File: src/rtl/mostra_sequencia.sv
// rtl/mostra_sequencia.sv - shows ROM addresses 0..limite as timed LED patterns
// Optional abort input enabled by defining MOSTRA_SEQUENCIA_ABORTA_EN.
module mostra_sequencia #(
    parameter int TEMPO_ACESO   = 500,
    parameter int TEMPO_APAGADO = 250,
    parameter int N             = 10
) (
    input  logic       clock,
    input  logic       reset,
    input  logic       iniciar,
    input  logic [3:0] limite,
    input  logic [3:0] dado,
`ifdef MOSTRA_SEQUENCIA_ABORTA_EN
    input  logic       abortar,
`endif
    output logic [3:0] endereco,
    output logic [3:0] leds,
    output logic       ocupado,
    output logic       pronto,
    output logic [2:0] db_estado
);

    localparam logic [2:0] INICIAL = 3'd0;
    localparam logic [2:0] CARREGA = 3'd1;
    localparam logic [2:0] LE_MEM  = 3'd2;
    localparam logic [2:0] ACENDE  = 3'd3;
    localparam logic [2:0] APAGA   = 3'd4;
    localparam logic [2:0] PROXIMO = 3'd5;
    localparam logic [2:0] FIM     = 3'd6;

    localparam logic [N-1:0] FIM_ACESO   = N'(TEMPO_ACESO - 1);
    localparam logic [N-1:0] FIM_APAGADO = N'(TEMPO_APAGADO - 1);
    localparam logic [N-1:0] UM          = N'(1);

    logic [2:0]   estado;
    logic [N-1:0] timer;
    logic [3:0]   limite_reg;

    assign ocupado   = (estado != INICIAL);
    assign pronto    = (estado == FIM);
    assign db_estado = estado;

    always_ff @(posedge clock) begin
        if (reset) begin
            estado     <= INICIAL;
            endereco   <= 4'd0;
            leds       <= 4'd0;
            timer      <= '0;
            limite_reg <= 4'd0;
        end
`ifdef MOSTRA_SEQUENCIA_ABORTA_EN
        else if (abortar && (estado != INICIAL)) begin
            estado   <= INICIAL;
            leds     <= 4'd0;
            endereco <= 4'd0;
        end
`endif
        else begin
            case (estado)
                INICIAL: begin
                    leds <= 4'd0;
                    if (iniciar) begin
                        limite_reg <= limite;
                        endereco   <= 4'd0;
                        estado     <= CARREGA;
                    end
                end
                // ROM needs a full cycle with a stable address before dado is valid
                CARREGA: estado <= LE_MEM;
                LE_MEM: begin
                    leds   <= dado;
                    timer  <= '0;
                    estado <= ACENDE;
                end
                ACENDE: begin
                    if (timer == FIM_ACESO) begin
                        leds   <= 4'd0;
                        timer  <= '0;
                        estado <= APAGA;
                    end else begin
                        timer <= timer + UM;
                    end
                end
                APAGA: begin
                    leds <= 4'd0;
                    if (timer == FIM_APAGADO) begin
                        timer  <= '0;
                        estado <= PROXIMO;
                    end else begin
                        timer <= timer + UM;
                    end
                end
                PROXIMO: begin
                    if (endereco == limite_reg) begin
                        estado <= FIM;
                    end else begin
                        endereco <= endereco + 4'd1;
                        estado   <= CARREGA;
                    end
                end
                FIM: estado <= INICIAL;
                default: begin
                    leds   <= 4'd0;
                    estado <= INICIAL;
                end
            endcase
        end
    end

endmodule

File: config.mk
export PLATFORM = sky130hd
export DESIGN_NAME = mostra_sequencia
export DESIGN_NICKNAME = d
export VERILOG_FILES = /design/src/rtl/mostra_sequencia.sv
export SDC_FILE = /design/constraint.sdc
export NUM_CORES = 1
export LEC_CHECK = 0
export CORE_UTILIZATION = 30
export CTS_CLUSTER_SIZE = 16
export DETAILED_ROUTE_END_ITERATION = 8
export GPL_ROUTABILITY_DRIVEN = 1
export REMOVE_ABC_BUFFERS = 1
export SLEW_MARGIN = 25
export SYNTH_ARGS = -nofsm -noshare
export SYNTH_HDL_FRONTEND = slang
export SYNTH_SLANG_ARGS = --single-unit
export TNS_END_PERCENT = 1
File: constraint.sdc
create_clock -name clock -period 1.9 [get_ports clock]
set_clock_uncertainty 0.05 [all_clocks]
set_input_delay 0.19 -clock clock [delete_from_list [all_inputs] [get_ports clock]]
set_output_delay 0.19 -clock clock [all_outputs]
set_load 0.05 [all_outputs]
==> flow_summary.json, run 1 <==
{
  "run_status": "finished, final reports clean",
  "holdCritStartpoint": "dado[1]",
  "crit_type": "reg2out",
  "drtAntennaViolNets": 0,
  "syn_area_per_cell_um2": 8.47,
  "cap_violations": 0,
  "ir_worst_vdd_mv": 0.658,
  "dp_cells": 231,
  "period_share_pct": 96.8,
  "numPortBuffers": 23,
  "antenna_found_initial": 0,
  "route.detailed.drc": 0,
  "dp_hpwl_mm": 2.27,
  "whs_ns": 0.415,
  "dieWidth_um": 68.4,
  "finalCriticalPeriod_ns": 1.84,
  "core_um2": 4120,
  "stdcell_count": 235,
  "synthArstFlopShare_pct": 0,
  "start_util_pct": 32.1,
  "drt_iter0_markers": 29,
  "regMostFlops": "timer",
  "crit_family": "buffers and inverters",
  "worstPathArrival_ns": 1.60,
  "wire_per_inst_um": 13.5,
  "cp_max_fo": 5,
  "reg2reg_slack_ns": 0.13,
  "hp-class": "in2reg",
  "clk_latency_ns": 0.28,
  "cts_buffers": 3,
  "cp-end-kind": "primary output",
  "p_total_mw": 1.80,
  "numClockSinks": 25,
  "drive_above_1_share_pct": 14.1,
  "hold_viol_final": 0,
  "fin_nets": 200,
  "synth_cell_types": 44,
  "crit_chain": "clkdlybuf4s50_1",
  "fp.dieH_um": 68.4,
  "leakage_nw": 0.602,
  "rsz0062_at_grt": "yes",
  "fp.dieArea_um2": 4670,
  "cts_tree": "yes",
  "gp_congestion": 0.776,
  "ctsHoldBuffers": 0,
  "tightest_slew_ns": 0.493,
  "r2r_end": "timer[1]",
  "largest_reg_flops": 10,
  "critical_path_buf_inv_count": 1,
  "whs_path_depth": 3,
  "cellPowerDensity_nw_per_um2": 1040,
  "grt_pass1_wl_mm": 5.26,
  "drv_slew": 0,
  "r2r_cells": 6,
  "ctsRootBufferMaster": "clkbuf_8",
  "dominantRegCellSynth": "dfxtp_1",
  "fmax_ghz": 0.544,
  "setup_viol": 0,
  "grt_pass1_vias": 1150,
  "via_count": 1238,
  "min_to": "leds[1]",
  "clk_path_buf_depth": 2,
  "syn-cell-area_um2": 1320,
  "synth-edff-count": 0,
  "gr-total-overflow": 0,
  "grt_max_degree": 16,
  "htree_levels": 1,
  "dr.pass1.iters": 4,
  "r2r-start": "timer[0]",
  "via_per_inst": 5.27,
  "routed_wl_mm": 3.18,
  "syn_inst": 156,
  "cp-start-kind": "register",
  "placementRows": 23,
  "area_delta_synth_final_pct": 30.6,
  "pin_count": 24,
  "n_antenna_cell": 0,
  "seq_area_frac_synth_pct": 37.9,
  "grt_use_total_pct": 15.4,
  "ys_ff_latch": 25,
  "yosysWarnings": 0,
  "clk_pin_slew_ns": 0.08,
  "slowest_stage": "clkdlybuf4s50_1",
  "cp.required_ns": 1.66,
  "slowest_delay_ns": 0.85,
  "maxSlewHeadroom_pct": 67.1
}
area by class of cell:
cell class	count	area, µm²
clock buffer	4	45.0
fill	403	2390
inverter	6	25.0
multi-input combinational	120	810
sequential	25	500
tap	50	62.6
timing repair buffer	30	283
per-stage QoR:
stage	instance area [µm²]	setup TNS, ns	util [%]	worst slack [ns]
2_1_floorplan	1290	-1.78	-	-0.267
5_1_grt	1730	-0.0373	41.9	-0.0251
6_report	1730	0	41.9	0.0616
3_3_place_gp	1640	0	39.8	0.0627
4_1_cts	1700	0	41.3	0.0171
3_5_place_dp	1640	0	39.8	0.000421
synthesized netlist by cell type (4+ instances only):
cell | instances | share of area (%)
a21oi_1 | 14 | 5.3
o21ai_0 | 5 | 1.9
dfxtp_1 | 25 | 38
nor2_1 | 14 | 4.0
nand2_1 | 16 | 4.5
xnor2_1 | 6 | 4.0
inv_1 | 5 | 1.4
nor3_1 | 4 | 1.5
mux2i_1 | 5 | 3.8
nand3b_1 | 4 | 2.3
a31oi_1 | 8 | 3.8
nand3_1 | 4 | 1.5
report_power, final:
group	switching, mW	leakage [nW]	total (mW)	internal (mW)
clock network	0.174	0.0228	0.325	0.150
logic	0.509	0.376	0.831	0.323
registers	0.0601	0.203	0.643	0.582
total	0.743	0.602	1.80	1.06
cell usage in the layout, fill, tap and decap left out, drive strengths merged, types with 2 or more instances in the layout:
cell type,netlist,layout
dfxtp,25,25
clkdlybuf4s50,0,18
nand2,16,16
nor2,15,15
a21oi,14,14
buf,2,12
a31oi,8,8
o21ai,8,8
xnor2,6,6
inv,6,6
mux2i,5,5
nand3b,4,4
nand3,4,4
nor3,4,4
clkbuf,3,4
and3,3,3
ha,3,3
nand4,3,3
nor2b,2,2
and2,2,2
xor2,2,2
o31ai,2,2
nor3b,2,2
nand2b,2,2
or3,2,2
how the worst max path moves through the flow:
stage,to,slack (ns),from,cells past startpoint
final,endereco[0],0.06,endereco[0],1
after global routing,timer[4],-0.03,timer[2],5
after CTS,timer[1],0.02,timer[5],5
after detailed placement,timer[7],0.0004,db_estado[2],5
after global placement,timer[9],0.06,db_estado[2],5
after floorplan,timer[9],-0.27,db_estado[2],5
kinds of logic (layout without fill, tap and decap cells):
group	after synthesis	in the layout	share of synthesized area, %
AOI/OAI and AO/OA	41	41	20.0
xor gates and xnor gates	8	8	5.30
adders and majority gates	3	3	2.84
buffers and inverters	11	40	4.17
DFF	25	25	37.9
muxes	5	5	3.79
and+or+nand+nor	63	63	26.0
layer usage:
layer	global-route usage (%)	wire [µm]
met5	0	0
met4	11.5	76
met3	2.50	112
met2	22.1	1480
met1	20.4	1510
repair_timing:
item                       in CTS  in global routing
setup buffers                   0                  0
gates resized for setup         2                  4
setup endpoints to repair       1                 10
pin swaps                       0                  1
No activity file was read; power rests on OpenSTA's default activity.
==> run 2: changes to the inputs <==
--- a/config.mk
+++ b/config.mk
@@ -5,6 +5,7 @@
 export SDC_FILE = /design/constraint.sdc
 export NUM_CORES = 1
 export LEC_CHECK = 0
+export CORE_ASPECT_RATIO = 1.1
 export CORE_UTILIZATION = 30
 export CTS_CLUSTER_SIZE = 16
 export DETAILED_ROUTE_END_ITERATION = 8
==> flow_summary.json, run 2 (same netlist as run 1, synthesis figures left out) <==
{
  "n_antenna_cell": 0,
  "regMostFlops": "timer",
  "most-common-layout-cells": "dfxtp_1, clkdlybuf4s50_1, nand2_1",
  "drive_above_1_share_pct": 14.5,
  "combPwrFrac_pct": 47.2,
  "cap_violations": 0,
  "gr-total-overflow": 0,
  "cts_buffers": 3,
  "slowest_delay_ns": 0.87,
  "fp.dieH_um": 71.6,
  "finalCriticalPeriod_ns": 1.84,
  "run_status": "finished, final reports clean",
  "drv_slew": 0,
  "pin_count": 24,
  "final_common_cell": "dfxtp_1",
  "period_share_pct": 96.7,
  "worstPathArrival_ns": 1.60,
  "grt_max_degree": 15,
  "crit_chain": "clkdlybuf4s50_1",
  "clkPwrFrac_pct": 17.5,
  "start_util_pct": 32.4,
  "internal_power_mw": 1.07,
  "setup_viol": 0,
  "core_um2": 4080,
  "maxSlewHeadroom_pct": 65.7,
  "dp_hpwl_mm": 2.40,
  "slowest_stage": "clkdlybuf4s50_1",
  "clk_pin_slew_ns": 0.08,
  "p_sw_share_pct": 41.0,
  "grt_use_total_pct": 14.0,
  "hold_viol_final": 0,
  "fp.dieArea_um2": 4670,
  "cp_max_fo": 5,
  "cellPowerDensity_nw_per_um2": 1050,
  "area_delta_synth_final_pct": 30.0,
  "hp-class": "in2reg",
  "dieWidth_um": 65.3,
  "grt_pass1_vias": 1142,
  "post-route-util_pct": 42.1,
  "crit_type": "reg2out",
  "postCtsResizedCells": 1,
  "setup_slack_ns": 0.0636,
  "ctsHoldBuffers": 0,
  "gp_congestion": 0.820,
  "drtAntennaViolNets": 0,
  "fmax_ghz": 0.545,
  "largest_reg_flops": 10,
  "wire_per_inst_um": 13.2,
  "whs_path_depth": 3,
  "r2r_cells": 6,
  "drt_iter0_markers": 41,
  "tightest_slew_ns": 0.512,
  "clk_latency_ns": 0.27,
  "leakage_nw": 0.600,
  "post_cts_buffers": 0,
  "ir_worst_vdd_mv": 0.329,
  "crit_family": "buffers and inverters",
  "ctsRootBufferMaster": "clkbuf_8",
  "cp-end-kind": "primary output",
  "numPortBuffers": 23,
  "p_sw_uw": 740,
  "dr.pass1.iters": 4,
  "routed_wl_mm": 3.14,
  "grt_pass1_wl_mm": 5.05,
  "htree_levels": 1,
  "crit_cells": 1,
  "via_per_inst": 5.18,
  "via_count": 1233,
  "cp.required_ns": 1.66,
  "p_seq_share_pct": 35.3,
  "numClockSinks": 25,
  "clk_path_buf_depth": 2,
  "dp_slack_ns": 0.00130,
  "cp-start-kind": "register",
  "antenna_found_initial": 0,
  "fin_nets": 201,
  "placementRows": 24,
  "route.detailed.drc": 0,
  "critical_path_buf_inv_count": 1,
  "cts_tree": "yes"
}
==> run 2: stage by stage <==
step / cells / power, mW / instance area [µm²] / TNS (ns) / hold WS [ns]
3_3_place_gp: 234 / 1.48 / 1650 / 0 / 0.403
2_1_floorplan: 151 / 1.22 / 1290 / -1.78 / 0.209
5_1_grt: 238 / 1.92 / 1720 / -0.0120 / 0.412
3_5_place_dp: 234 / 1.50 / 1650 / 0 / 0.413
6_report: 238 / 1.80 / 1720 / 0 / 0.417
4_1_cts: 238 / 1.82 / 1700 / 0 / 0.421
==> run 2: metal layers <==
| layer | up-vias | global-route usage, % | wire length, µm |
|---|---|---|---|
| li1 | 620 | - | - |
| met1 | 580 | 16.1 | 1360 |
| met2 | 27 | 24.4 | 1600 |
| met3 | 6 | 2.55 | 111 |
| met4 | 0 | 7.25 | 72 |
| met5 | - | 0 | 0 |
==> run 2: final timing paths <==
| check | startpoint | endpoint | slack, ns |
|---|---|---|---|
| setup / recovery | endereco[0] | endereco[0] | 0.06 |
| hold reg to reg | timer[9] | timer[9] | 0.42 |
| hold / removal | dado[2] | leds[2] | 0.42 |
| setup reg to reg | timer[0] | timer[1] | 0.11 |
==> run 2: tightest hold or removal path: cells and delay by family <==
kind,cells,cell delay [ns]
buffers and inverters,1,0.40
and+or+nand+nor,1,0.06
AOI/OAI and AO/OA,1,0.05
==> run 2: final cells by class <==
class,instances,area [µm²]
inverters,6,25.0
repair buffers,31,290
fillers,422,2370
clock inverters,1,5.00
clock buffers,3,41.3
well taps,52,65.1
flip-flops and latches,25,500
multi-input cells,120,791
==> run 2: power groups by stage <==
stage               Clock (mW)  Combinational, mW  Sequential [mW]
finish                   0.316              0.852            0.637
global route             0.357              0.918            0.646
CTS                      0.325              0.857            0.637
detailed placement           0              0.849            0.649
global placement             0              0.833            0.648
floorplan                    0              0.430            0.786
==> run 3: changes to the inputs <==
--- a/config.mk
+++ b/config.mk
@@ -6,11 +6,11 @@
 export NUM_CORES = 1
 export LEC_CHECK = 0
 export CORE_ASPECT_RATIO = 1.1
+export CORE_MARGIN = 1.5
 export CORE_UTILIZATION = 30
 export CTS_CLUSTER_SIZE = 16
 export DETAILED_ROUTE_END_ITERATION = 8
 export GPL_ROUTABILITY_DRIVEN = 1
-export REMOVE_ABC_BUFFERS = 1
 export SLEW_MARGIN = 25
 export SYNTH_ARGS = -nofsm -noshare
 export SYNTH_HDL_FRONTEND = slang
==> flow_summary.json, run 3 (same netlist as run 1, synthesis figures left out) <==
{
  "run_status": "finished, final reports clean",
  "nFillCells": 452,
  "worstPathArrival_ns": 1.58,
  "fp.dieArea_um2": 4810,
  "setup_slack_ns": 0.0837,
  "critical_path_buf_inv_count": 1,
  "via_per_inst": 4.90,
  "rsz0062_at_grt": "no",
  "drive_above_1_share_pct": 16.6,
  "post_cts_buffers": 0,
  "start_util_pct": 31.1,
  "numClockSinks": 25,
  "grt_pass1_wl_mm": 5.09,
  "dp_hpwl_mm": 2.12,
  "reg2reg_slack_ns": 0.15,
  "grt_use_met2_pct": 19.2,
  "tns_ns": 0,
  "clk_latency_ns": 0.27,
  "fin_nets": 202,
  "dr.pass1.iters": 4,
  "fmax_ghz": 0.551,
  "cp_max_fo": 5,
  "slowest_delay_ns": 0.85,
  "period_share_pct": 95.6,
  "largest_reg_flops": 10,
  "final_common_cell": "dfxtp_1",
  "met1_usage_pct": 19.5,
  "grt_use_met3_pct": 2.47,
  "drt_iter0_markers": 45,
  "hp-class": "in2reg",
  "slowest_stage": "clkdlybuf4s50_1",
  "htree_levels": 1,
  "clk_path_buf_depth": 2,
  "drtAntennaViolNets": 0,
  "synthesis.nets": 170,
  "antenna_found_initial": 0,
  "gp_congestion": 0.782,
  "cp.required_ns": 1.66,
  "crit_type": "reg2out",
  "ctsRootBufferMaster": "clkbuf_8",
  "numPortBuffers": 23,
  "top_usage_layer": "met1",
  "grt_use_total_pct": 13.3,
  "fp.dieH_um": 72.6,
  "routed_wl_mm": 2.94,
  "cap_violations": 0,
  "cts_buffers": 3,
  "placementRows": 25,
  "crit_family": "buffers and inverters",
  "core_um2": 4250,
  "cellPowerDensity_nw_per_um2": 1050,
  "gr-total-overflow": 0,
  "tightest_slew_ns": 0.493,
  "via_count": 1181,
  "whs_ns": 0.409,
  "setup_viol": 0,
  "n_antenna_cell": 0,
  "crit_chain": "clkdlybuf4s50_1",
  "area_delta_synth_final_pct": 31.8,
  "route.detailed.drc": 0,
  "most-common-layout-cells": "dfxtp_1, clkdlybuf4s50_1, nand2_1",
  "cp-start-kind": "register",
  "post-route-util_pct": 40.9,
  "dp_slack_ns": 0.0104,
  "drv_slew": 0,
  "maxSlewHeadroom_pct": 67.0,
  "grt_max_degree": 14,
  "leakage_nw": 0.606,
  "pin_count": 24,
  "regMostFlops": "timer",
  "grt_pass1_vias": 1094,
  "cp-end-kind": "primary output",
  "cts_tree": "yes",
  "clk_pin_slew_ns": 0.08,
  "wire_per_inst_um": 12.2,
  "finalCriticalPeriod_ns": 1.82,
  "ir_worst_vdd_mv": 0.817,
  "hold_viol_final": 0,
  "dieWidth_um": 66.3
}
run 3: worst paths after layout:
path | depth (start not counted) | to | startpoint
worst min-delay path | 3 | leds[3] | dado[3]
worst min register to register | 2 | leds[3] | leds[3]
worst max-delay path | 1 | endereco[0] | endereco[0]
worst max register to register | 5 | timer[7] | timer[6]
run 3: area by class of cell:
type	count	area, µm²	share of cell area, %
Timing Repair Buffer	32	298	17.1
Tap cell	54	67.6	3.88
Sequential cell	25	502	28.8
Multi-Input combinational cell	120	805	46.2
Inverter	6	25.0	1.44
Clock buffer	4	45.0	2.59
run 3: timing repair:
item,4_1_cts,5_1_grt
endpoints found under the setup margin,2,11
gates resized for setup,1,5
hold endpoints to repair,0,0
hold buffers,0,0
cloned,0,0
run 3: per-layer routing:
layer	part of all wire, %	wire length [µm]	vias to the layer above
met1	51	1510	537
met2	44	1290	15
met4	1.9	55	0
met5	0	0	-
li1	-	-	624
met3	2.9	86	5
run 3: stage by stage:
| step | power [mW] | cells | area, µm² |
|---|---|---|---|
| after floorplan | 1.25 | 156 | 1330 |
| after global placement | 1.51 | 237 | 1660 |
| after detailed placement | 1.51 | 237 | 1660 |
| after CTS | 1.84 | 241 | 1720 |
| after global routing | 1.95 | 241 | 1740 |
| final | 1.83 | 241 | 1740 |
run 3: report_power, final:
| group | leakage, nW | total [mW] | internal [mW] | switching, mW |
|---|---|---|---|---|
| combinational | 0.380 | 0.869 | 0.352 | 0.517 |
| sequential | 0.203 | 0.640 | 0.585 | 0.0548 |
| clock | 0.0228 | 0.325 | 0.150 | 0.174 |
